### config.mk
export PLATFORM = sky130hd
export DESIGN_NAME = uart_lite_tx_ctrl
export DESIGN_NICKNAME = d
export VERILOG_FILES = /design/src/rtl/uart_lite_pkg.sv /design/src/rtl/uart_lite_baud_gen.sv /design/src/rtl/uart_lite_tx_ctrl.sv
export SDC_FILE = /design/constraint.sdc
export NUM_CORES = 1
export LEC_CHECK = 0
export ABC_AREA = 0
export CORE_AREA = 2 2 49 74
export CTS_CLUSTER_DIAMETER = 60
export DETAILED_ROUTE_END_ITERATION = 6
export DIE_AREA = 0 0 51 76
export DONT_BUFFER_PORTS = 1
export GPL_ROUTABILITY_DRIVEN = 0
export SLEW_MARGIN = 20
export SYNTH_ARGS = -nofsm -noshare
export SYNTH_HDL_FRONTEND = slang
export SYNTH_SLANG_ARGS = --single-unit
### constraint.sdc
create_clock -name clk_i -period 2.82 [get_ports clk_i]
set_input_delay 0.282 -clock clk_i [delete_from_list [all_inputs] [get_ports clk_i]]
set_output_delay 0.282 -clock clk_i [all_outputs]
set_load 0.03 [all_outputs]
### src/rtl/uart_lite_pkg.sv
`default_nettype none
// ============================================================================
// Module      : uart_lite_pkg
// Description : Shared types and constants for the uart_lite transmit and
//               receive paths.
//               - tx_state_t   : serializer state encoding
//               - PARITY_*     : parity mode selectors
//               - BYTE_W       : data byte width
//               - parity_bit() : parity bit for a byte under a given mode
// Revision    : 1.0 - initial release
// ============================================================================
package uart_lite_pkg;

    localparam int BYTE_W      = 8;

    localparam int PARITY_NONE = 0;
    localparam int PARITY_ODD  = 1;
    localparam int PARITY_EVEN = 2;

    typedef enum logic [2:0] {
        ST_IDLE   = 3'd0,
        ST_START  = 3'd1,
        ST_DATA   = 3'd2,
        ST_PARITY = 3'd3,
        ST_STOP   = 3'd4
    } tx_state_t;

    // Odd mode makes the total count of ones (data + parity) odd, so the
    // parity bit is the inverted XOR of the data; even mode uses the XOR.
    function automatic logic parity_bit(input logic [BYTE_W-1:0] data,
                                        input int                mode);
        return (mode == PARITY_ODD) ? ~(^data) : (^data);
    endfunction

endpackage
`default_nettype wire

### src/rtl/uart_lite_baud_gen.sv
`default_nettype none
// ============================================================================
// Module      : uart_lite_baud_gen
// Description : Restartable divide-by-CLKS_PER_BIT counter.
//               Counts 0..CLKS_PER_BIT-1 while run is high and is held at 0
//               otherwise. restart forces the count back to 0 at the edge.
// Ports       : clk_i    - clock
//               rst_i    - asynchronous active-high reset
//               run      - counter enable
//               restart  - synchronous return to count 0
//               tick     - high in the last cycle of each bit period
//               pre_tick - high in the cycle before tick
// Revision    : 1.0 - initial release
// ============================================================================
module uart_lite_baud_gen #(
    parameter int CLKS_PER_BIT = 868
) (
    input  logic clk_i,
    input  logic rst_i,
    input  logic run,
    input  logic restart,
    output logic tick,
    output logic pre_tick
);

    localparam int               CNT_W  = (CLKS_PER_BIT > 1) ? $clog2(CLKS_PER_BIT) : 1;
    localparam logic [CNT_W-1:0] C_LAST = CNT_W'(CLKS_PER_BIT - 1);
    localparam logic [CNT_W-1:0] C_PRE  = CNT_W'(CLKS_PER_BIT - 2);

    logic [CNT_W-1:0] r_cnt;

    always_ff @(posedge clk_i or posedge rst_i) begin
        if (rst_i) begin
            r_cnt <= '0;
        end else if (restart || !run) begin
            r_cnt <= '0;
        end else if (r_cnt == C_LAST) begin
            r_cnt <= '0;
        end else begin
            r_cnt <= r_cnt + CNT_W'(1);
        end
    end

    // tick is deliberately not gated by restart: the caller decides to
    // restart from tick itself at the end of a frame.
    assign tick     = run && (r_cnt == C_LAST);
    assign pre_tick = run && (r_cnt == C_PRE);

endmodule
`default_nettype wire

### src/rtl/uart_lite_tx_ctrl.sv
`default_nettype none
// ============================================================================
// Module      : uart_lite_tx_ctrl
// Description : Transmit controller for the uart_lite FIFO path. Pops bytes
//               from a first-word-fall-through FIFO and serializes each one
//               as start bit, 8 data bits LSB first, optional parity and 1 or
//               2 stop bits. Frames run back-to-back while data is available
//               and the controller is enabled.
// Ports       : clk_i        - clock
//               rst_i        - asynchronous active-high reset
//               enable_i     - permits starting new frames
//               fifo_empty_i - FIFO empty flag
//               fifo_data_i  - FIFO head word (valid when not empty)
//               fifo_rd_o    - FIFO pop strobe (combinational)
//               tx_o         - serial line, idles high (registered)
//               busy_o       - high whenever not idle (registered)
//               tx_done_o    - pulse in the last cycle of a frame (registered)
// Revision    : 1.0 - initial release
// ============================================================================
module uart_lite_tx_ctrl #(
    parameter int CLKS_PER_BIT = 868,
    parameter int PARITY       = 0,
    parameter int STOP_BITS    = 1
) (
    input  logic       clk_i,
    input  logic       rst_i,
    input  logic       enable_i,
    input  logic       fifo_empty_i,
    input  logic [7:0] fifo_data_i,
    output logic       fifo_rd_o,
    output logic       tx_o,
    output logic       busy_o,
    output logic       tx_done_o
);

    import uart_lite_pkg::*;

    localparam bit C_HAS_PARITY = (PARITY != PARITY_NONE);

    tx_state_t         r_state;
    tx_state_t         w_state_nxt;
    logic [BYTE_W-1:0] r_shift;
    logic [BYTE_W-1:0] w_shift_nxt;
    logic [2:0]        r_bit_idx;
    logic [2:0]        w_bit_idx_nxt;
    logic              r_stop_cnt;
    logic              w_stop_cnt_nxt;
    logic              r_parity;
    logic              w_parity_nxt;
    logic              w_tx_nxt;
    logic              w_busy_nxt;
    logic              w_done_nxt;
    logic              w_pop;
    logic              w_tick;
    logic              w_pre_tick;
    logic              w_last_stop;
    logic              w_baud_run;

    assign w_baud_run  = (r_state != ST_IDLE);
    assign w_last_stop = (STOP_BITS == 1) ? 1'b1 : r_stop_cnt;

    uart_lite_baud_gen #(
        .CLKS_PER_BIT (CLKS_PER_BIT)
    ) u_baud_gen (
        .clk_i    (clk_i),
        .rst_i    (rst_i),
        .run      (w_baud_run),
        .restart  (w_pop),
        .tick     (w_tick),
        .pre_tick (w_pre_tick)
    );

    // A new byte may be taken either from idle or exactly in the final cycle
    // of the final stop bit, which is what makes frames abut with no gap.
    // The reset term keeps the strobe quiet while reset is held even though
    // the state register already reads idle.
    assign w_pop = !rst_i && enable_i && !fifo_empty_i &&
                   ((r_state == ST_IDLE) ||
                    ((r_state == ST_STOP) && w_last_stop && w_tick));

    assign fifo_rd_o = w_pop;

    always_comb begin
        w_state_nxt    = r_state;
        w_shift_nxt    = r_shift;
        w_bit_idx_nxt  = r_bit_idx;
        w_stop_cnt_nxt = r_stop_cnt;
        w_parity_nxt   = r_parity;
        w_tx_nxt       = tx_o;

        case (r_state)
            ST_IDLE: begin
                w_tx_nxt = 1'b1;
            end
            ST_START: begin
                if (w_tick) begin
                    w_state_nxt = ST_DATA;
                    w_tx_nxt    = r_shift[0];
                end
            end
            ST_DATA: begin
                if (w_tick) begin
                    if (r_bit_idx == 3'd7) begin
                        if (C_HAS_PARITY) begin
                            w_state_nxt = ST_PARITY;
                            w_tx_nxt    = r_parity;
                        end else begin
                            w_state_nxt = ST_STOP;
                            w_tx_nxt    = 1'b1;
                        end
                    end else begin
                        w_bit_idx_nxt = r_bit_idx + 3'd1;
                        w_shift_nxt   = {1'b0, r_shift[BYTE_W-1:1]};
                        w_tx_nxt      = r_shift[1];
                    end
                end
            end
            ST_PARITY: begin
                if (w_tick) begin
                    w_state_nxt = ST_STOP;
                    w_tx_nxt    = 1'b1;
                end
            end
            ST_STOP: begin
                if (w_tick) begin
                    if (w_last_stop) begin
                        w_state_nxt = ST_IDLE;
                        w_tx_nxt    = 1'b1;
                    end else begin
                        w_stop_cnt_nxt = 1'b1;
                    end
                end
            end
            default: begin
                w_state_nxt = ST_IDLE;
                w_tx_nxt    = 1'b1;
            end
        endcase

        // A pop overrides whatever the frame logic chose: load the byte,
        // compute its parity once and open the start bit.
        if (w_pop) begin
            w_state_nxt    = ST_START;
            w_shift_nxt    = fifo_data_i;
            w_bit_idx_nxt  = 3'd0;
            w_stop_cnt_nxt = 1'b0;
            w_parity_nxt   = parity_bit(fifo_data_i, PARITY);
            w_tx_nxt       = 1'b0;
        end
    end

    assign w_busy_nxt = (w_state_nxt != ST_IDLE);

    // tx_done_o is registered, so it is armed one cycle early (pre_tick)
    // to land in the final cycle of the last stop bit.
    assign w_done_nxt = (r_state == ST_STOP) && w_last_stop && w_pre_tick;

    always_ff @(posedge clk_i or posedge rst_i) begin
        if (rst_i) begin
            r_state    <= ST_IDLE;
            r_shift    <= '0;
            r_bit_idx  <= 3'd0;
            r_stop_cnt <= 1'b0;
            r_parity   <= 1'b0;
            tx_o       <= 1'b1;
            busy_o     <= 1'b0;
            tx_done_o  <= 1'b0;
        end else begin
            r_state    <= w_state_nxt;
            r_shift    <= w_shift_nxt;
            r_bit_idx  <= w_bit_idx_nxt;
            r_stop_cnt <= w_stop_cnt_nxt;
            r_parity   <= w_parity_nxt;
            tx_o       <= w_tx_nxt;
            busy_o     <= w_busy_nxt;
            tx_done_o  <= w_done_nxt;
        end
    end

endmodule
`default_nettype wire

Word-level counts from Yosys, hierarchy flattened --
Index checks and enable logic that the tools add are counted.
Cells by class: add/sub/neg operators 2, reductions and logical operators 20, multiplexer cells 23, equality and inequality tests 11
Operator list (count):
- 8-bit 2-to-1 mux | 4
- 3-bit 2-to-1 mux | 10
- 10-bit == test, second input constant | 2
- 10-bit 2-to-1 mux | 2
- 3-bit one-hot mux with 5 select lines | 1
- 10-bit by 1-bit adder with 10-bit output, second input constant | 1
- 1-bit logical AND | 7
- 3-bit by 2-bit == test with 1-bit output, second input constant | 2
- 3-bit == test, second input constant | 2
- 3-bit by 2-bit inequality test with 1-bit output, second input constant | 2
- 3-bit AND reduction | 2
- 3-bit nonzero test | 2
- 1-bit 2-to-1 mux | 5
- 2-bit nonzero test | 2
- 3-bit by 1-bit adder with 3-bit output, second input constant | 1
- 3-bit by 1-bit == test with 1-bit output, second input constant | 1
- 1-bit zero test | 3
- 3-bit zero test | 1
- 3-bit by 1-bit inequality test with 1-bit output, second input constant | 1
- 1-bit one-hot mux with 3 select lines | 1
- 1-bit logical OR | 2
- 2-bit by 1-bit inequality test with 1-bit output, second input constant | 1
- 2-bit OR reduction | 1
Storage, ports and cells: output and inout bits 4, register bits 27, logic and storage cells 63, bits of input ports 12

Depth between registers and ports, before layout --
Gate-level depths: netlist of the first run.
depth in word-level cells 7, gate-level depth with buffers 7, mapped depth without buffers 6

Modules after synthesis --
Synthesis of the first run repeated with hierarchy kept, for this count alone.
Second synthesis, totals: cell total of the unflattened synthesis 156, area total of the unflattened synthesis 1483.9 um2
By module, submodules not included:
- uart_lite_tx_ctrl | times used 1, seq. area each 426.7 um2, area each 943.4 um2, cells an instance 102
- uart_lite_baud_gen | times used 1, seq. area each 250.2 um2, area each 540.5 um2, cells an instance 54

Least setup slack after synthesis of the first run --
Ideal clock, no wire load.
path type register -> output, from register u_baud_gen.r_cnt[2], to output fifo_rd_o, stages on the path, launching flop included 4, setup slack 629 ps, arrival 1909 ps, buffers on the path 0, cells stage by stage dfrtp_1 > or4b_4 > or3_4 > a21oi_1
On the way: longest elaborated chain between the ends 5
Ends and longest elaborated chain:
- start: declaration | line uart_lite_baud_gen.sv:30 | logic [CNT_W-1:0] r_cnt;
- start signal: assignment | line uart_lite_baud_gen.sv:40 | r_cnt <= r_cnt + CNT_W'(1);
- 10-bit == test | line uart_lite_baud_gen.sv:46 | assign tick = run && (r_cnt == C_LAST);
- 1-bit logical AND | line uart_lite_baud_gen.sv:46
- 1-bit logical AND | line uart_lite_tx_ctrl.sv:79 | ((r_state == ST_STOP) && w_last_stop && w_tick));
- 1-bit logical OR | line uart_lite_tx_ctrl.sv:78 | ((r_state == ST_IDLE) ||
- 1-bit logical AND | line uart_lite_tx_ctrl.sv:77 | assign w_pop = !rst_i && enable_i && !fifo_empty_i &&
- end: declaration | line uart_lite_tx_ctrl.sv:30 | output logic fifo_rd_o,
No other way between the ends.

Worst setup path in the final report of the first run --
Ends and elaborated chain as after synthesis.

==> results of run 1 <==
-- cell usage after synthesis, drive strengths merged --
library cell,count,area (µm²)
o221ai,1,8.760
or4b,2,23.77
nor3,4,20.02
or3b,2,17.52
a22oi,2,15.01
buf,5,27.53
or2,2,12.51
or3,3,23.77
inv,7,26.28
and4,1,8.760
a2bb2oi,7,61.31
a32o,2,20.02
o32a,7,70.07
o32ai,1,8.760
a21oi,2,10.01
clkbuf,2,7.510
o21ai,4,20.02
xor2,3,26.28
dfstp,1,26.28
nor4,2,12.51
dfrtp,26,650.6
nor4b,1,8.760
a21boi,1,7.510
nor2,19,71.32
nor3b,1,7.510
a22o,2,17.52
ha,4,50.05
nand3,4,20.02
nand4b,1,8.760
nand2,7,26.28
o31ai,7,52.55
a31oi,1,6.260
o21a,1,7.510
xnor2,5,43.79
-- layout by cell type, fill, tap and decap left out, drive strengths merged, types with 2 or more instances in the layout --
| cell type | count |
|---|---|
| nand3 | 4 |
| a22oi | 2 |
| o31ai | 7 |
| or3 | 3 |
| xor2 | 3 |
| nor3 | 4 |
| a22o | 2 |
| or3b | 2 |
| inv | 7 |
| a32o | 2 |
| o32a | 7 |
| ha | 4 |
| nor2 | 19 |
| o21ai | 4 |
| a21oi | 2 |
| xnor2 | 5 |
| a2bb2oi | 7 |
| or4b | 2 |
| nor4 | 2 |
| nand2 | 7 |
| dfrtp | 26 |
| clkbuf | 3 |
| or2 | 2 |
-- final timing paths --
| kind | endpoint |
|---|---|
| worst max-delay path | fifo_rd_o |
| worst min-delay path | r_shift[7] |
| worst max register to register | r_shift[7] |
| worst min register to register | u_baud_gen.r_cnt[0] |
| max in group asynchronous | r_shift[1] |
| min in group asynchronous | tx_done_o |
-- power by group --
part           internal [mW]  leakage [nW]  switching [mW]
combinational         0.0756         0.252           0.103
clock                 0.0993        0.0255           0.125
sequential             0.454         0.352          0.0798
-- routing by layer --
layer,up-vias,track usage,wire [µm]
met5,-,0,0
met4,0,0.07838,55
met3,5,0.02549,95
met2,11,0.3052,1576
met1,531,0.2010,1280
li1,521,-,-
-- registers in the layout, summed over array words and instances (netlist names) --
register	flops
r_shift	8
u_baud_gen.r_cnt	10
r_state	3
busy_o	1
tx_done_o	1
tx_o	1
r_bit_idx	3
-- logic make-up after synthesis --
| group | share of synthesized area |
|---|---|
| buffers and inverters | 0.04303 |
| xor gates and xnor gates | 0.04917 |
| DFF | 0.4750 |
| and+or+nand+nor | 0.1835 |
| AOI/OAI and AO/OA | 0.2142 |
| adders and majority gates | 0.03512 |
-- layout make-up --
class                      instances  area (µm²)
clock inverter                     1       5.005
sequential                        27       676.9
timing repair buffer               2       17.52
clock buffer                       3       41.29
multi-input combinational         99       686.9
fill                             326        1779
tap                               42       52.55
inverter                           7       26.28
-- worst register-to-register path: stages (launching register included) --
cell and delay [ps]:
dfrtp_1 410, ha_1 210, ha_1 220, or4b_2 770
o21ai_0 160, o21ai_0 230, a22o_1 300
-- per-stage QoR --
stage / worst slack, ps / cell area (µm²) / hold WS (ps)
2_1_floorplan: 629.0 / 1425 / 334.0
3_3_place_gp: 535.2 / 1450 / 418.6
3_5_place_dp: 465.1 / 1450 / 425.3
4_1_cts: 379.6 / 1496 / 137.8
5_1_grt: 231.2 / 1506 / 139.9
6_report: 376.8 / 1506 / 142.4
==> flow_summary_export.csv, run 1 <==
group,metric,value,unit
run_status,outcome,"finished, final reports clean",
routing,drc,0,
critical_path,slowest_delay,580,ps
critical_path,required,2540,ps
critical_path,worst-path-max-fanout,14,
critical_path,reg2reg_depth,6,
clock_network,cts_sinks,27,
synth,yosys_warnings,0,
sta,grt_setup_unrepaired,"no",
clock_network,clock_latency,280,ps
min_path,hp-class,"in -> reg",
floorplan,fp.dieH,76,µm
critical_path,rr_startpoint,"r_bit_idx[0]",
sta,drv_slew,0,
clock_network,cts_htree_levels,1,
sta,fin_skew,3.558,ps
synth,syn_inst,140,
synth,postSynthAreaPerCell,10.18,µm²
floorplan,die_x,51,µm
critical_path,cp_num_buf_inv,1,
pwr,powerDensity,622.0,mW/mm²
synth,seq_area_frac_synth,0.4750,
floorplan,dieArea,0.003876,mm²
global_routing,grt_max_degree,28,
sta,worstMarginPinSlew,577.6,ps
placement,io_buffers,0,
final_layout,num_antenna_cells,0,
critical_path,cp.arrival,2160,ps
final_layout,post-route-util,0.4585,
routing,wl,3.007,mm
critical_path,cp-end-kind,"output port",
synth,synth.net_count,156,
sta,fin_crit_sh,0.8664,
global_routing,grt_usage,0.1738,
critical_path,worst_path_max_delay_cell,"or4b_4",
clock_network,cts_setup_buffers,0,
routing,drt_iter0_markers,25,
global_routing,grt_pass1_vias,1168,
floorplan,core-area,0.003286,mm²
routing,postRouteAntennaNets,0,
floorplan,ioPinCount,16,
clock_network,post_cts_resized,0,
min_path,hold_path_depth,1,
routing,drtPass1Iterations,4,
synth,ys_types,38,
pwr,p_leak,0.6294,nW
final_layout,num-nets-final,156,
final_layout,drive_gt1_frac,0.09353,
clock_network,postCtsHoldBufs,0,
final_layout,instances_no_fill,181,
clock_network,cts_root_buf,"clkbuf_8",
global_routing,antenna_found_initial,0,
critical_path,cp-start-kind,"flop",
clock_network,numCtsBuffers,3,
critical_path,path_delay_family,"simple AND/OR/NAND/NOR gates",
placement,place_inst,176,
critical_path,cp.depth,4,
run,cap_violations,0,
synth,netlist_area,0.001425,mm²
sta,fmax,0.4093,GHz
critical_path,critPathKind,"reg -> out",
sta,setup_viol,0,
clock_network,path_clk_slew,90,ps
critical_path,cp_cell_sequence,"or4b_4 -> or3_4 -> a21oi_1 -> buf_4",
synth,ys_ff_latch,27,
floorplan,std_cell_rows,26,
sta,finalSetupTns,0,ps
critical_path,reg2reg_setup_slack,420,ps
floorplan,start_util,0.4337,
critical_path,startpoint,"u_baud_gen.r_cnt[2]",
global_routing,grt_pass1_wl,5.285,mm
pwr,peakVddDrop,0.4586,mV
routing,drt-wirelength-per-cell,16.61,µm
final_layout,syn2layout_area_growth,5.706,%
sta,slew_headroom,0.6144,
placement,post-dp-hpwl,2.123,mm
global_routing,overflow,0,
sta,finalHoldViolations,0,
routing,vias,1068,
pwr,total_power,937.0,µW
min_path,worstHoldStart,"fifo_data_i[7]",
routing,viasPerCell,5.901,
sta,period_needed,2443,ps
clock_network,cts_tree,"built",
clock_network,ctsLongestPathBuffers,2,
(Power assumes the default switching activity.)
==> run 2: changes to the inputs <==
--- a/config.mk
+++ b/config.mk
@@ -6,13 +6,14 @@
 export NUM_CORES = 1
 export LEC_CHECK = 0
 export ABC_AREA = 0
-export CORE_AREA = 2 2 49 74
+export CORE_AREA = 2 2 50 76
 export CTS_CLUSTER_DIAMETER = 60
 export DETAILED_ROUTE_END_ITERATION = 6
-export DIE_AREA = 0 0 51 76
+export DIE_AREA = 0 0 52 78
 export DONT_BUFFER_PORTS = 1
 export GPL_ROUTABILITY_DRIVEN = 0
 export SLEW_MARGIN = 20
 export SYNTH_ARGS = -nofsm -noshare
 export SYNTH_HDL_FRONTEND = slang
+export SYNTH_HIERARCHICAL = 1
 export SYNTH_SLANG_ARGS = --single-unit
==> run 2 against run 1 <==
The flow now finishes with violations (hold timing). Die area rose by 4.6%. Sequential power fell by 4%. Critical path depth rose by 2. Register-to-register slack got worse by 70 ps. Sequential share of layout area fell by 1.7 points. Core utilization rose by 0.86 points.
==> flow_summary_export.csv, run 2 <==
group,metric,value,unit
sta,slew_headroom,0.5435,
placement,post-dp-hpwl,2.277,mm
critical_path,rr_startpoint,"u_baud_gen/r_cnt[2]",
sta,whs,-6.044,ps
min_path,hp-class,"in -> async",
pwr,total_power,934.1,µW
pwr,clkPwrFrac,0.234,
final_layout,post-route-util,0.4671,
critical_path,startpoint,"u_baud_gen/r_cnt[2]",
clock_network,postCtsHoldBufs,1,
final_layout,num-nets-final,171,
final_layout,most-common-layout-cells,"dfrtp_1, inv_1, a21oi_1",
final_layout,final_common_cell,"dfrtp_1",
routing,drt-wirelength-per-cell,15.85,µm
sta,period_needed,2535,ps
synth,syn_inst,156,
global_routing,antenna_found_initial,0,
clock_network,post_cts_resized,0,
run,cap_violations,0,
placement,io_buffers,0,
clock_network,cts_htree_levels,1,
floorplan,ioPinCount,16,
synth,postSynthAreaPerCell,9.512,µm²
synth,yosysMostFrequentCell,"dfrtp_1",
final_layout,num_antenna_cells,0,
final_layout,top_register,"u_baud_gen/r_cnt",
pwr,p_comb_frac,0.214,
floorplan,die_x,52,µm
synth,yosysTopAreaCell,"dfrtp_1",
routing,wl,3.106,mm
critical_path,cp_cell_sequence,"or2_4 -> nor3_1 -> and3_1 -> nor2b_1 -> or3_1 -> inv_2",
pwr,sw_frac_of_total,0.3200,
final_layout,largest_reg_flops,10,
placement,dpl_cell_area,0.001510,mm²
synth,synth_edf_count,0,
synth,synth.top_cell.area_share,0.4384,
routing,postRouteAntennaNets,0,
clock_network,cts_tree,"built",
final_layout,drive_gt1_frac,0.09091,
clock_network,path_clk_slew,90,ps
sta,finalHoldViolations,12,
critical_path,required,2540,ps
run_status,violations,"hold timing",
final_layout,reg_top3,"u_baud_gen/r_cnt: 10 flops, r_shift: 8 flops",
pwr,internal_power,635.2,µW
placement,place_ws,355.6,ps
global_routing,overflow,0,
synth,ys_top_cells_by_area,"dfrtp_1, a21oi_1, ha_1",
floorplan,fp.dieH,78,µm
sta,setup_viol,0,
pwr,p_switching,298.9,µW
critical_path,reg2reg_depth,9,
pwr,p_leak,0.6515,nW
routing,viasPerCell,6.087,
final_layout,finalInstanceArea,0.001565,mm²
synth,ys_types,46,
global_routing,grt_pass1_wl,5.423,mm
final_layout,syn2layout_area_growth,5.481,%
clock_network,cts_root_buf,"clkbuf_8",
clock_network,clock_latency,270,ps
synth,yosys_warnings,6,
run_status,outcome,"complete, but fails checks",
routing,vias,1193,
sta,fin_skew,5.534,ps
critical_path,cp.arrival,2250,ps
clock_network,cts_setup_buffers,0,
floorplan,dieArea,0.004056,mm²
critical_path,cp-end-kind,"output port",
floorplan,std_cell_rows,26,
synth,synth.net_count,172,
sta,drv_slew,0,
critical_path,worst-path-max-fanout,9,
routing,drtPass1Iterations,4,
synth,seq_area_frac_synth,0.4562,
critical_path,slowest_delay,510,ps
pwr,peakVddDrop,0.3752,mV
sta,fmax,0.3945,GHz
critical_path,reg2reg_setup_slack,350,ps
clock_network,cts_sinks,27,
floorplan,start_util,0.4429,
sta,finalSetupTns,0,ps
pwr,seqPwrFrac,0.552,
critical_path,critPathKind,"reg -> out",
floorplan,core-area,0.003351,mm²
final_layout,instances_no_fill,196,
placement,place_inst,191,
global_routing,grt_max_degree,18,
synth,synthFlopType,"dfrtp_1",
pwr,powerDensity,596.8,mW/mm²
sta,grt_setup_unrepaired,"no",
clock_network,ctsLongestPathBuffers,2,
synth,async_flop_share,1.000,
critical_path,worst_path_max_delay_cell,"or3_1",
synth,netlist_area,0.001484,mm²
synth,synthTopCellsByCount,"dfrtp_1, inv_1, a21oi_1, nor2_1",
global_routing,grt_usage,0.1738,
sta,worstMarginPinSlew,684.0,ps
critical_path,endpoint,"fifo_rd_o",
critical_path,cp-start-kind,"flop",
critical_path,reg2reg_to,"u_baud_gen/r_cnt[3]",
synth,ys_ff_latch,27,
clock_network,numCtsBuffers,3,
routing,drt_iter0_markers,40,
routing,drc,0,
sta,setup_ws,285.2,ps
global_routing,grt_pass1_vias,1178,
sta,fin_crit_sh,0.8989,
==> run 2: routing by layer <==
metal | vias up | share of wire | track usage
met1 | 605 | 0.42 | 0.2124
met2 | 22 | 0.55 | 0.3076
met4 | 0 | 0.0055 | 0.04737
li1 | 564 | - | -
met5 | - | 0 | 0
met3 | 2 | 0.028 | 0.02500
==> run 2: power groups by stage <==
stage | sequential (mW) | clock [mW] | combinational [mW]
finish | 0.515 | 0.218 | 0.200
floorplan | 0.509 | 0 | 0.169
global placement | 0.521 | 0 | 0.196
CTS | 0.514 | 0.227 | 0.204
global route | 0.524 | 0.242 | 0.231
detailed placement | 0.522 | 0 | 0.203
==> run 2: worst min path at each step <==
stage                     start                  end  slack [ps]  cells after the start
after floorplan           rst_i  u_baud_gen/r_cnt[0]         120                      1
final                     rst_i           r_shift[3]          -6                      1
after global routing      rst_i           r_shift[3]          40                      1
after CTS                 rst_i           r_shift[3]          10                      1
after global placement    rst_i  u_baud_gen/r_cnt[2]         160                      1
after detailed placement  rst_i  u_baud_gen/r_cnt[3]         180                      1
==> run 2: final cells by class <==
type	instances	area [µm²]
flip-flops and latches	27	676.9
repair buffers	4	32.53
clock buffers	4	45.04
multi-input cells	105	705.7
well taps	42	52.55
inverters	14	52.55
fillers	331	1785
==> run 2: kinds of logic after synthesis <==
logic type / Yosys count / share of synthesized area
buffers and inverters: 24 / 0.06829
AOI/OAI and AO/OA: 37 / 0.1745
adders and majority gates: 4 / 0.03373
and+or+nand+nor: 60 / 0.2428
muxes: 1 / 0.006746
DFF: 27 / 0.4562
xor gates and xnor gates: 3 / 0.01771
==> run 2: worst max-delay path, delay by kind of cell, from the launching register on <==
kind,cells,cell delay [ps]
buffers and inverters,1,250
DFF,1,460
and+or+nand+nor,5,1270
==> run 3: changes to the inputs <==
--- a/config.mk
+++ b/config.mk
@@ -7,7 +7,6 @@
 export LEC_CHECK = 0
 export ABC_AREA = 0
 export CORE_AREA = 2 2 50 76
-export CTS_CLUSTER_DIAMETER = 60
 export DETAILED_ROUTE_END_ITERATION = 6
 export DIE_AREA = 0 0 52 78
 export DONT_BUFFER_PORTS = 1
@@ -17,3 +16,4 @@
 export SYNTH_HDL_FRONTEND = slang
 export SYNTH_HIERARCHICAL = 1
 export SYNTH_SLANG_ARGS = --single-unit
+export TNS_END_PERCENT = 30
==> results of run 3 <==
No change in the layout: final DEF, timing and power equal those of run 2.
